File: src/rtl/ps2_rx_fifo_pkg.sv
// Shared definitions for the PS/2 receiver: FSM states, frame/entry geometry and
// the frame-to-entry check helper.
package ps2_rx_fifo_pkg;

  localparam int PS2_FRAME_BITS = 10;  // 8 data, parity, stop (start bit not stored)
  localparam int PS2_ENTRY_W    = 10;
  localparam int ENT_DATA_LSB   = 0;
  localparam int ENT_PERR_BIT   = 8;
  localparam int ENT_FERR_BIT   = 9;

  typedef enum logic [1:0] {
    ST_IDLE  = 2'd0,
    ST_SHIFT = 2'd1,
    ST_CHECK = 2'd2
  } rx_state_t;

  typedef struct packed {
    logic       ferr;
    logic       perr;
    logic [7:0] data;
  } rx_entry_t;

  // Odd parity over data+parity; a low stop bit is a framing error.
  function automatic rx_entry_t make_entry(input logic [PS2_FRAME_BITS-1:0] frame);
    rx_entry_t e;
    e.data = frame[7:0];
    e.perr = ~^frame[8:0];
    e.ferr = ~frame[9];
    return e;
  endfunction

endpackage

File: src/rtl/ps2_rx_fifo_mem.sv
// Show-ahead synchronous FIFO with occupancy count; the head register holds its
// last value once the FIFO drains.
module ps2_rx_fifo_mem #(
  parameter int AW = 4,
  parameter int W  = 10
) (
  input  logic         clk,
  input  logic         reset,
  input  logic         wr_en,
  input  logic         rd_en,
  input  logic [W-1:0] din,
  output logic [W-1:0] head,
  output logic         empty,
  output logic         full,
  output logic [AW:0]  count
);

  localparam int DEPTH = 1 << AW;

  logic [W-1:0]  mem [DEPTH];
  logic [AW-1:0] wr_ptr, rd_ptr;
  logic          push, pop;

  assign empty = (count == '0);
  assign full  = (count == (AW+1)'(DEPTH));
  assign push  = wr_en & ~full;
  assign pop   = rd_en & ~empty;

  always_ff @(posedge clk)
    if (push) mem[wr_ptr] <= din;

  always_ff @(posedge clk or posedge reset) begin
    if (reset) begin
      wr_ptr <= '0;
      rd_ptr <= '0;
      count  <= '0;
      head   <= '0;
    end else begin
      if (push) wr_ptr <= wr_ptr + 1'b1;
      if (pop)  rd_ptr <= rd_ptr + 1'b1;
      case ({push, pop})
        2'b10:   count <= count + 1'b1;
        2'b01:   count <= count - 1'b1;
        default: ;
      endcase
      // Next head: the entry behind the popped one, or the bypassed write when
      // that entry is the one being written this cycle.
      if (empty) begin
        if (push) head <= din;
      end else if (pop) begin
        if (count > (AW+1)'(1)) head <= mem[rd_ptr + 1'b1];
        else if (push)          head <= din;
      end
    end
  end

endmodule

File: src/rtl/ps2_rx_fifo.sv
// PS/2 device-to-host receiver: ps2_clk glitch filter, frame FSM, parity/stop
// checks and a show-ahead FIFO. Define PS2_RX_TIMEOUT_EN to abort stalled frames.
module ps2_rx_fifo
  import ps2_rx_fifo_pkg::*;
#(
  parameter int FILTER_LEN     = 8,
  parameter int FIFO_AW        = 4,
  parameter int TIMEOUT_CYCLES = 50000
) (
  input  logic           clk,
  input  logic           reset,
  input  logic           ps2_clk,
  input  logic           ps2_data,
  input  logic           rx_en,
  input  logic           rd_en,
  output logic [7:0]     dout,
  output logic           dout_perr,
  output logic           dout_ferr,
  output logic           empty,
  output logic           full,
  output logic [FIFO_AW:0] count,
  output logic           rx_done,
  output logic           overflow,
  output logic           rx_timeout,
  input  logic           clr_flags
);

  logic [FILTER_LEN-1:0]     filt_sr;
  logic                      f_clk, f_clk_next, fall;
  rx_state_t                 state, state_nxt;
  logic [3:0]                bit_cnt;
  logic [PS2_FRAME_BITS-1:0] frame;
  logic                      tmo, push_req, ovf_set;
  rx_entry_t                 entry;
  logic [PS2_ENTRY_W-1:0]    head;

  // f_clk only moves on a unanimous filter window, so short glitches are held off.
  always_comb begin
    f_clk_next = f_clk;
    if (&filt_sr)       f_clk_next = 1'b1;
    else if (~|filt_sr) f_clk_next = 1'b0;
  end
  assign fall = f_clk & ~f_clk_next;

  always_ff @(posedge clk or posedge reset) begin
    if (reset) begin
      filt_sr <= '0;
      f_clk   <= 1'b0;
    end else begin
      filt_sr <= {filt_sr[FILTER_LEN-2:0], ps2_clk};
      f_clk   <= f_clk_next;
    end
  end

  always_ff @(posedge clk or posedge reset)
    if (reset) state <= ST_IDLE;
    else       state <= state_nxt;

  always_comb begin
    state_nxt = state;
    case (state)
      ST_IDLE:  if (fall && rx_en && !ps2_data) state_nxt = ST_SHIFT;
      ST_SHIFT: if (tmo) state_nxt = ST_IDLE;
                else if (fall && bit_cnt == 4'(PS2_FRAME_BITS-1)) state_nxt = ST_CHECK;
      ST_CHECK: state_nxt = ST_IDLE;
      default:  state_nxt = ST_IDLE;
    endcase
  end

  always_comb begin
    rx_done  = (state == ST_CHECK);
    push_req = rx_done & ~full;
    ovf_set  = rx_done & full;
  end

  // Frame is shifted in LSB first, so the stop bit ends up in frame[9].
  always_ff @(posedge clk or posedge reset) begin
    if (reset) begin
      bit_cnt <= '0;
      frame   <= '0;
    end else if (state != ST_SHIFT) begin
      bit_cnt <= '0;
    end else if (fall) begin
      frame   <= {ps2_data, frame[PS2_FRAME_BITS-1:1]};
      bit_cnt <= bit_cnt + 1'b1;
    end
  end

  always_ff @(posedge clk or posedge reset)
    if (reset)          overflow <= 1'b0;
    else if (ovf_set)   overflow <= 1'b1;
    else if (clr_flags) overflow <= 1'b0;

`ifdef PS2_RX_TIMEOUT_EN
  localparam int TW = $clog2(TIMEOUT_CYCLES + 1);
  logic [TW-1:0] tmo_cnt;

  always_ff @(posedge clk or posedge reset)
    if (reset)                           tmo_cnt <= '0;
    else if (state != ST_SHIFT || fall)  tmo_cnt <= '0;
    else if (tmo_cnt != TW'(TIMEOUT_CYCLES)) tmo_cnt <= tmo_cnt + 1'b1;

  assign tmo = (state == ST_SHIFT) && !fall && (tmo_cnt == TW'(TIMEOUT_CYCLES));

  always_ff @(posedge clk or posedge reset)
    if (reset)          rx_timeout <= 1'b0;
    else if (tmo)       rx_timeout <= 1'b1;
    else if (clr_flags) rx_timeout <= 1'b0;
`else
  assign tmo        = 1'b0;
  assign rx_timeout = 1'b0;
`endif

  assign entry = make_entry(frame);

  ps2_rx_fifo_mem #(.AW(FIFO_AW), .W(PS2_ENTRY_W)) u_fifo (
    .clk   (clk),
    .reset (reset),
    .wr_en (push_req),
    .rd_en (rd_en),
    .din   (entry),
    .head  (head),
    .empty (empty),
    .full  (full),
    .count (count)
  );

  assign dout      = head[ENT_DATA_LSB +: 8];
  assign dout_perr = head[ENT_PERR_BIT];
  assign dout_ferr = head[ENT_FERR_BIT];

endmodule

File: config.mk
export PLATFORM = sky130hd
export DESIGN_NAME = ps2_rx_fifo
export DESIGN_NICKNAME = d
export VERILOG_FILES = /design/src/rtl/ps2_rx_fifo_pkg.sv /design/src/rtl/ps2_rx_fifo_mem.sv /design/src/rtl/ps2_rx_fifo.sv
export SDC_FILE = /design/constraint.sdc
export NUM_CORES = 1
export LEC_CHECK = 0
export CAP_MARGIN = 20
export CORE_ASPECT_RATIO = 0.75
export CORE_MARGIN = 1.5
export CORE_UTILIZATION = 50
export DETAILED_ROUTE_END_ITERATION = 8
export PLACE_DENSITY = 0.67
export SETUP_SLACK_MARGIN = 0.02
export SYNTH_ARGS = -nofsm -noshare
export SYNTH_HDL_FRONTEND = slang
export SYNTH_SLANG_ARGS = --single-unit
File: constraint.sdc
create_clock -name clk -period 3.5 [get_ports clk]
set_input_delay 0.7 -clock clk [delete_from_list [all_inputs] [get_ports clk]]
set_output_delay 0.7 -clock clk [all_outputs]
set_load 0.02 [all_outputs]
==> impl_metrics.toml <==
[run_status]
outcome = "completed"

[synth]
seq_area_frac_synth_pct = 71.09
ys_seq_elements = 209
synth_fp_nets = 482
synth_common_cells = "edfxtp_1, dfrtp_1, mux4_2, nand3_1, xnor2_1"
synthMostInstantiatedCell = "edfxtp_1"
yosys.area.top_type_share_pct = 56.64
ys_warn_count = 0
synth-async-reset-ratio_pct = 23.44
netlist_instances = 463
synth_cell_types = 46
syn_area_sq_mm = 0.008483
synthFlopType = "edfxtp_1"
synth_edf_count = 160
ys_top_cells_by_area = "edfxtp_1, dfrtp_1, mux4_2"
synth_largest_area_cell = "edfxtp_1"
synth_area_per_cell_sq_um = 18.32

[timing]
hold_violations = 0
setup_tns_ps = 0
max_freq_mhz = 355.8
rsz0062_at_grt = "false"
fin_crit_ps = 2811
whs_ps = 398.7
max-slew-margin-rel_pct = 42.25
skew_ps = 14.43
period_share_pct = 80.31
setup-violations-final = 0
slew_violations = 0
worst_slew_pin_slew_ps = 866.3

[finish]
multi_input_area_sq_mm = 0.002295
layout.nets = 515
instances_no_fill = 725
seq_area_sq_mm = 0.006032
fill_cells = 1261
antennaDiodeCount = 0
layout-drive-gt1-share_pct = 20.39
design_area_sq_mm = 0.009593
syn2layout_area_growth_pct = 13.08
final_core_util_pct = 57.36

[flow_run]
cap_violations = 0

[global_routing]
grt_remaining_overflow = 0
grt_max_degree = 50
grt_pass1_wl_microns = 25870
antenna_found_initial = 0
track_usage_pct = 19.70
first_global_vias = 4265

[worst_setup_path]
startpoint_type = "flop"
crit_type = "reg2reg"
end_kind = "flop"
path_cells = "inv_1, ha_1, nand3_1, inv_1, nor2_2, inv_1, nor3_1, and2_1"
cp_slowest_cell = "and2_1"
crit_fanout = 12
crit_path_frequent_cell = "inv_1"
arrival_ps = 2930
slowest_delay_ps = 550
cp.required_ps = 3620

[clocking]
clk_latency_ps = 490
cts.repair.resized = 0
clock_sinks = 209
clk_pin_slew_worst_paths_ps = 70
cts_max_level = 1
cts_tree = "done"
cts-hold-fix-buffers = 0
cts_buffers = 20
cts_post_setup_buffers_inserted = 0
cts-root-buf = "clkbuf_16"
cts_max_path_buffers = 3

[placed_design]
dp_hpwl_microns = 10560
dp_cells = 688
port_buffers = 25
gp_congestion = 0.8139
place_area_sq_mm = 0.008944

[floorplanning]
die_w_microns = 153.4
core_area_sq_mm = 0.01672
fp.dieH_microns = 115.8
dieArea_sq_mm = 0.01777
io_pins = 27
initial_core_util_pct = 50.73
rows = 41

[power_and_ir_drop]
power_density_mw_per_mm2 = 696.9
irDropWorstVdd_uv = 372.5
leakagePower_nw = 3.352

[detailed_routing]
ant_nets = 0
via_per_inst = 5.783
initialDrtViolationCount = 373
num_vias = 4193
drtPass1Iterations = 4
post_drt_wl_per_cell_microns = 23.02
drt_wl_total_microns = 16690
drc = 0

[worst_hold_path]
hp-class = "reg2reg"
-- final timing paths --
path / endpoint / depth (start not counted) / slack (ps) / startpoint
worst min register to register: filt_sr[2] / 0 / 400 / filt_sr[1]
worst max register to register: u_fifo.mem[2][0] / 8 / 690 / u_fifo.count[0]
min in group asynchronous: u_fifo.count[0] / 2 / 550 / reset
worst max-delay path: u_fifo.mem[2][0] / 8 / 690 / u_fifo.count[0]
max in group asynchronous: frame[2] / 3 / 2420 / reset
worst min-delay path: filt_sr[2] / 0 / 400 / filt_sr[1]
-- power by group --
part,internal [W],switching (W),total (W)
Clock,0.00119,0.000893,0.00209
Sequential,0.00276,0.000145,0.00290
Combinational,0.000753,0.000941,0.00169
Total,0.00471,0.00198,0.00669
-- routing by layer --
layer / track usage, % / vias up / wire length [microns]
li1: - / 1891 / -
met4: 4.466 / 0 / 298
met1: 28.90 / 2141 / 7558
met5: 0 / - / 0
met3: 4.301 / 23 / 1282
met2: 30.88 / 138 / 7548
-- worst max-delay path, delay by kind of cell (launching register included) --
kind / cells / cell delay, ps
simple gates: 4 / 1350
flops: 1 / 490
buf+inv: 3 / 370
fa+ha+maj: 1 / 230
-- layout by cell type, fill, tap and decap left out, types with 2 or more instances in the layout --
master and instances:
nand2_1 10, clkinv_1 3, mux2_4 5, inv_1 13, and2_1 14, o21ai_0 7
nand2b_1 2, dfrtp_1 48, mux4_2 40, clkinv_2 4, nand3_1 22, and4_1 4
xnor2_1 17, clkbuf_1 4, o221a_2 9, o2111ai_1 8, mux2_2 5, nand4_1 6
buf_4 6, xor2_1 7, mux2i_1 10, ha_1 12, clkdlybuf4s50_1 25, nor3_1 4
nor2_1 14, a21oi_1 2, edfxtp_1 160, clkbuf_16 21
-- cells by family after synthesis --
family | count (synthesis) | synth area share (%)
flops | 209 | 71.09
simple gates | 86 | 5.738
mux | 60 | 13.35
buf+inv | 35 | 2.035
compound gates | 34 | 3.289
xor+xnor | 26 | 2.684
fa+ha+maj | 12 | 1.770
other cells | 1 | 0.04421
-- registers in the layout (all words and copies together) (netlist names), 2 cells and up --
register and flops:
u_fifo.rd_ptr 4, state 2, frame 10, bit_cnt 4
u_fifo.head 10, u_fifo.wr_ptr 4, u_fifo.mem 160, filt_sr 8
u_fifo.count 5
-- metrics by stage --
| step | setup slack, ps | power [W] |
|---|---|---|
| finish | 689.1 | 0.006685 |
| global route | 382.8 | 0.006928 |
| CTS | 649.9 | 0.006721 |
| detailed placement | 675.2 | 0.004656 |
| global placement | 888.1 | 0.004635 |
| floorplan | 1144 | 0.004193 |
-- layout make-up --
class,instances,share of cell area [%]
Clock inverter,10,0.7826
Multi-Input combinational cell,219,23.92
Sequential cell,209,62.88
Tap cell,215,2.804
Clock buffer,26,5.778
Inverter,14,0.5478
Timing Repair Buffer,32,3.287
Power figures use the tool's default switching activity.
